`src/rtl/perceptron_layer_seq.sv`:
```
// Time-multiplexed binary-input perceptron layer: one shared accumulator, one weight per cycle.
// Optional argmax tracking of the strongest neuron is enabled by defining PERCEPTRON_ARGMAX_EN.
module perceptron_layer_seq #(
    parameter int unsigned N_IN      = 8,
    parameter int unsigned N_OUT     = 8,
    parameter int unsigned W_WIDTH   = 8,
    parameter int unsigned ACC_WIDTH = 12,
    localparam int unsigned AW       = $clog2(N_OUT * (N_IN + 1)),
    localparam int unsigned JW       = (N_OUT > 1) ? $clog2(N_OUT) : 1
) (
    input  logic               clk,
    input  logic               rst,
    input  logic               wr_en,
    input  logic [AW-1:0]      wr_addr,
    input  logic [W_WIDTH-1:0] wr_data,
    input  logic               in_valid,
    output logic               in_ready,
    input  logic [N_IN-1:0]    x_in,
    output logic               out_valid,
    output logic [N_OUT-1:0]   y_out,
`ifdef PERCEPTRON_ARGMAX_EN
    output logic [JW-1:0]      winner,
    output logic               winner_valid,
`endif
    output logic               busy
);

    localparam int unsigned NREG = N_OUT * (N_IN + 1);
    localparam int unsigned IW   = (N_IN > 1) ? $clog2(N_IN) : 1;

    generate
        if (ACC_WIDTH < W_WIDTH + $clog2(N_IN) + 1) begin : g_acc_check
            $error("ACC_WIDTH too small for W_WIDTH and N_IN");
        end
    endgenerate

    typedef enum logic [1:0] {IDLE, ACCUM, DONE} state_t;

    state_t state, state_nxt;

    logic signed [W_WIDTH-1:0]   regs [NREG];
    logic [N_IN-1:0]             x_q;
    logic signed [ACC_WIDTH-1:0] acc;
    logic [IW-1:0]               i;
    logic [JW-1:0]               j;
    logic [N_OUT-1:0]            y_reg;

    logic [AW-1:0]               w_idx, t_idx;
    logic signed [ACC_WIDTH-1:0] term, sum, thr_ext;
    logic                        fire, last_i, last_j, wr_ok;
    logic [N_OUT-1:0]            y_upd;

    always_ff @(posedge clk) begin
        if (rst) state <= IDLE;
        else     state <= state_nxt;
    end

    always_comb begin
        state_nxt = state;
        case (state)
            IDLE:    if (in_valid) state_nxt = ACCUM;
            ACCUM:   if (last_i && last_j) state_nxt = DONE;
            DONE:    state_nxt = IDLE;
            default: state_nxt = IDLE;
        endcase
    end

    always_comb begin
        w_idx   = AW'(j) * AW'(N_IN) + AW'(i);
        t_idx   = AW'(N_OUT * N_IN) + AW'(j);
        term    = x_q[i] ? ACC_WIDTH'(regs[w_idx]) : '0;
        sum     = acc + term;
        thr_ext = ACC_WIDTH'(regs[t_idx]);
        fire    = sum > thr_ext;
        last_i  = (i == IW'(N_IN - 1));
        last_j  = (j == JW'(N_OUT - 1));
        y_upd   = y_reg;
        y_upd[j] = fire;
        wr_ok   = (state == IDLE) && wr_en && (32'(wr_addr) < NREG);
    end

    always_ff @(posedge clk) begin
        if (rst) begin
            for (int k = 0; k < NREG; k++) regs[k] <= '0;
        end else if (wr_ok) begin
            regs[wr_addr] <= wr_data;
        end
    end

    // y_out is loaded on the final ACCUM edge so it is already valid during DONE.
    always_ff @(posedge clk) begin
        if (rst) begin
            x_q   <= '0;
            acc   <= '0;
            i     <= '0;
            j     <= '0;
            y_reg <= '0;
            y_out <= '0;
        end else begin
            case (state)
                IDLE: begin
                    if (in_valid) begin
                        x_q <= x_in;
                        acc <= '0;
                        i   <= '0;
                        j   <= '0;
                    end
                end
                ACCUM: begin
                    if (last_i) begin
                        y_reg <= y_upd;
                        acc   <= '0;
                        i     <= '0;
                        j     <= j + 1'b1;
                        if (last_j) y_out <= y_upd;
                    end else begin
                        acc <= sum;
                        i   <= i + 1'b1;
                    end
                end
                default: ;
            endcase
        end
    end

`ifdef PERCEPTRON_ARGMAX_EN
    logic signed [ACC_WIDTH-1:0] best_acc;
    logic [JW-1:0]               best_idx;
    logic                        take_new;

    // Strict compare keeps the lowest index on ties.
    assign take_new = (j == '0) || (sum > best_acc);

    always_ff @(posedge clk) begin
        if (rst) begin
            best_acc <= '0;
            best_idx <= '0;
            winner   <= '0;
        end else if (state == ACCUM && last_i) begin
            if (take_new) begin
                best_acc <= sum;
                best_idx <= j;
            end
            if (last_j) winner <= take_new ? j : best_idx;
        end
    end

    assign winner_valid = (state == DONE);
`endif

    assign in_ready  = (state == IDLE);
    assign busy      = (state != IDLE);
    assign out_valid = (state == DONE);

endmodule

```
`config.mk`:
```
export PLATFORM = sky130hd
export DESIGN_NAME = perceptron_layer_seq
export DESIGN_NICKNAME = d
export VERILOG_FILES = /design/src/rtl/perceptron_layer_seq.sv
export SDC_FILE = /design/constraint.sdc
export NUM_CORES = 1
export LEC_CHECK = 0
export CORE_MARGIN = 1
export CORE_UTILIZATION = 28
export CTS_CLUSTER_DIAMETER = 60
export DETAILED_ROUTE_END_ITERATION = 12
export PLACE_DENSITY_LB_ADDON = 0.12
export SLEW_MARGIN = 20
export SYNTH_ARGS = -nofsm -noshare
export SYNTH_HDL_FRONTEND = slang
export SYNTH_SLANG_ARGS = --single-unit
```
`constraint.sdc`:
```
create_clock -name clk -period 13.4 [get_ports clk]
set_input_delay 2.01 -clock clk [delete_from_list [all_inputs] [get_ports clk]]
set_output_delay 2.01 -clock clk [all_outputs]
set_load 0.01 [all_outputs]
```
==> results.txt <==
----------------------------------------------------
[Run status]
  Outcome ... completed

[Floorplanning]
  Initial core utilization ... 0.284
  Count of boundary I/O pins ... 38
  Standard-cell rows ... 117
  Die Width ... 324 um
  Die extent in y ... 324 um
  Die Footprint ... 0.105 sq mm
  Core area ... 0.102 sq mm

[Hold path]
  Worst hold path depth ... 2
  Worst hold path class ... flop to flop

[Global routing]
  Global-route wire length before repair ... 125000 um
  Global route overflow ... 0
  Antenna violations before repair ... 3
  Via count of the first global-routing pass ... 17397
  Pin count of the biggest net entering global routing ... 119
  Overall track demand over capacity in global routing ... 0.162

[Power and ir drop]
  Register share of total power ... 0.492
  Total power draw ... 4.47 mW
  Peak VDD IR ... 0.0000879 V
  Clock network fraction of total power ... 0.452
  Net switching power figure ... 1.03 mW
  Total internal power ... 3.43 mW
  Power per unit of standard cell area ... between 100 and 150 mW/mm^2
  Comb pwr share ... 0.056
  Switching Share ... 0.232
  Leakage ... 11.5 nW

[Yosys]
  Portion of synthesized cell area occupied by the leading cell type ... 0.594
  Syn Inst Count ... 2033
  Post-synthesis async set-or-reset flop share ... 0
  Synth Area in Adders ... 0.0123
  Top FF cell, synth ... edfxtp_1
  Synth Area in Compound Gates ... 0.0347
  Combinational family with the most area after synthesis ... simple AND/OR/NAND/NOR gates
  Number of enable-type register cells in the synthesized netlist ... 576
  Post-synthesis average cell area ... 14.3 sq um
  Number of synthesized register bits ... 620
  Post-synthesis share of cell area spent on xor and xnor gates ... 0.00271
  Dominant cells by area after synthesis ... edfxtp_1, and2_1, mux4_2, dfxtp_1, mux2i_1
  Post-synth net total ... 2088
  Sequential share of the synthesized area ... 0.624
  Area of the mapped netlist ... 0.0291 sq mm
  Post-synthesis share of cell area spent on and, or, nand and nor gates ... 0.178
  Yosys warning count ... 0
  Synth unique cells ... 57
  Mux contribution to synthesized area ... 0.127
  Biggest area consumer among synthesized cells ... edfxtp_1

[STA]
  Fin crit period ... 7.11 ns
  Max Clk Rate ... 0.141 GHz
  Hold violation total from the final report ... 0
  Period utilisation layout ... 0.531
  Count of endpoints failing setup in the final report ... 0
  Slew margin rel. ... 0.249
  RSZ-0062 raised after global routing ... false
  Skew final ... about 0.018 ns
  Max-slew violations ... 0
  Actual transition at the worst max-transition pin ... 1.12 ns
  Setup_tns ... 0 ns

[Placement]
  Number of buffers added on ports ... 37
  RD Place Congestion ... 0.778
  Detailed placement HPWL ... ~53000 um
  Placed instance count ... 3332

[Cells and area]
  Number of inserted filler cells in the final layout ... 9993
  Count of nets after finishing ... 2098
  Synth-to-Final Area Change ... 14.2%
  Top register by number of flip-flops ... regs
  Fraction of final layout cells sized beyond drive strength 1 ... 0.175
  Flip-flop count of the largest register after layout ... around 580
  Largest regs ... regs (576), acc (12)
  Count of placed standard cells in the final layout, fillers left out ... 3476

[Worst setup path]
  Required @ worst endpoint ... 13.85 ns
  Critical path class ... flop to flop
  Endpoint arrival time on the critical path ... 7.56 ns
  Count of cells along the worst register-to-register path ... 20
  Critical Path Sink Type ... flop
  Critical Path Source Type ... flop
  Slack of the worst reg-to-reg path ... 6.29 ns
  Maximum fanout encountered on the critical timing path ... 34

[Job]
  Maxcap violations ... 0

[Clock tree]
  Buffer levels on the longest clock path ... 3
  Latest clock arrival within the worst-skew pair ... 0.62 ns
  Total number of H-tree levels ... 3
  Hold_buf cts ... 0
  Number of sinks driven by the clock tree ... 620
  Post-cts resize count ... 0
  Clock edge transition at the registers on the reported setup and hold paths ... about 0.050 ns
  Clock root buffer ... clkbuf_16
  Clock buffer count from CTS ... 77
  Setup Buffers After CTS ... 0
  CTS tree ... built

[Drt]
  Total routed wirelength ... 85300 um
  1st-pass router iterations ... 5
  Violation count after the first detailed-route iteration ... 1000
  Total via count in the routed design ... 16466
  Post-DR wirelength/cell ... 24.5 um
  Total DRC errors in the routed layout ... 0
  Post-route antenna net violation count ... 0
  Number of vias per cell ... approximately 4.7

----------------------------------------------------
[placed cells by master (no fill, tap or decap), types with 4 or more instances in the layout]
cell	count
clkinv_1	15
o21ai_0	13
nand3_1	10
mux4_2	138
a22oi_1	35
mux2i_1	52
edfxtp_1	576
inv_1	7
o31ai_1	4
a211oi_1	19
a21o_1	4
or3_1	8
inv_6	5
dfxtp_1	41
o22ai_1	24
and2_1	585
nor3_1	25
buf_4	26
nand2_1	39
nor2_1	113
clkinv_2	19
and4_1	5
buf_2	8
nand3b_1	5
clkbuf_1	12
or2_2	73
clkdlybuf4s50_1	28
a21oi_1	25
a2111oi_0	5
xnor2_1	6
ha_1	27
o21a_1	4
clkbuf_16	81
nor2b_1	17
[synthesized netlist by cell type (5+ instances only)]
master / instances
o22ai_1: 24
a2111oi_0: 5
edfxtp_1: 576
or3_1: 8
a22oi_1: 35
o21ai_0: 13
inv_1: 7
nand2_1: 39
a211oi_1: 19
dfxtp_1: 44
ha_1: 27
or2_2: 73
nor2_1: 113
and2_1: 585
mux2i_1: 52
clkbuf_1: 98
nand3_1: 10
xnor2_1: 6
buf_1: 17
mux4_2: 138
buf_2: 13
and4_1: 5
a21oi_1: 25
nor3_1: 25
nand3b_1: 5
nor2b_1: 17
[final timing paths]
| check | from | end |
|---|---|---|
| worst max-delay path | i[0] | y_reg[2] |
| worst min-delay path | x_q[6] | x_q[6] |
| worst max register to register | i[0] | y_reg[2] |
| worst min register to register | x_q[6] | x_q[6] |
[final cells by class]
type | count | area, sq um | share of cell area
multi-input cells | 1272 | 10300 | 0.311
repair buffers | 64 | 556 | 0.0167
well taps | 1368 | 1710 | 0.0514
inverters | 8 | 30.0 | 0.000903
flip-flops and latches | 620 | 18200 | 0.547
clock buffers | 94 | 2090 | 0.0627
clock inverters | 48 | 347 | 0.0104
diodes | 2 | 5.00 | 0.000150
[power groups by stage]
stage / Combinational [mW] / Clock, mW / Sequential [mW]
finish: 0.251 / 2.02 / 2.20
CTS: 0.260 / 2.07 / 2.20
floorplan: 0.166 / 0 / 2.22
global placement: 0.258 / 0 / 2.24
global route: 0.271 / 2.13 / 2.20
detailed placement: 0.259 / 0 / 2.24
[cell families (layout without fill, tap and decap cells)]
logic type / count (synthesis) / in the layout
AND/OR/NAND/NOR: 893 / 893
flip-flops: 620 / 620
multiplexers: 194 / 194
AO/OA/AOI/OAI: 148 / 148
buffers and inverters: 141 / 214
adder cells (fa/ha/maj): 28 / 28
XOR/XNOR: 9 / 9
other: 0 / 2
[metrics by stage]
stage	utilization	area (sq um)	setup WS [ns]	hold WS (ns)
floorplan	-	29100	7.35	0.433
global placement	0.301	30800	6.15	0.447
detailed placement	0.301	30800	6.23	0.452
CTS	0.325	33300	6.20	0.461
global route	0.325	33300	5.60	0.483
finish	0.325	33300	6.29	0.458
[layer usage]
| metal | GRT usage | wire length [um] | vias to the layer above |
|---|---|---|---|
| met5 | 0 | 0 | - |
| met4 | 0.0379 | 1610 | 0 |
| met3 | 0.0220 | 3040 | 103 |
| met2 | 0.267 | 40500 | 353 |
| met1 | 0.226 | 40200 | 8479 |
| li1 | - | - | 7531 |
[worst max-delay path, stage by stage, from the launching register on]
cell and delay, ns:
dfxtp_4 0.77, buf_4 0.69, mux4_2 0.60, mux4_2 0.52, mux4_2 0.47, nor2b_1 0.18, fa_1 0.49, a21o_1 0.20
a21oi_1 0.23, o21bai_1 0.12, a2111oi_0 0.78, o31ai_1 0.27, xor2_1 0.20, ha_1 0.34, nand4_1 0.10, nor2_1 0.11
nand4_1 0.12, o311a_1 0.15, a41oi_1 0.16, buf_4 0.25, a211oi_1 0.11
No activity file was read; power rests on OpenSTA's default activity.
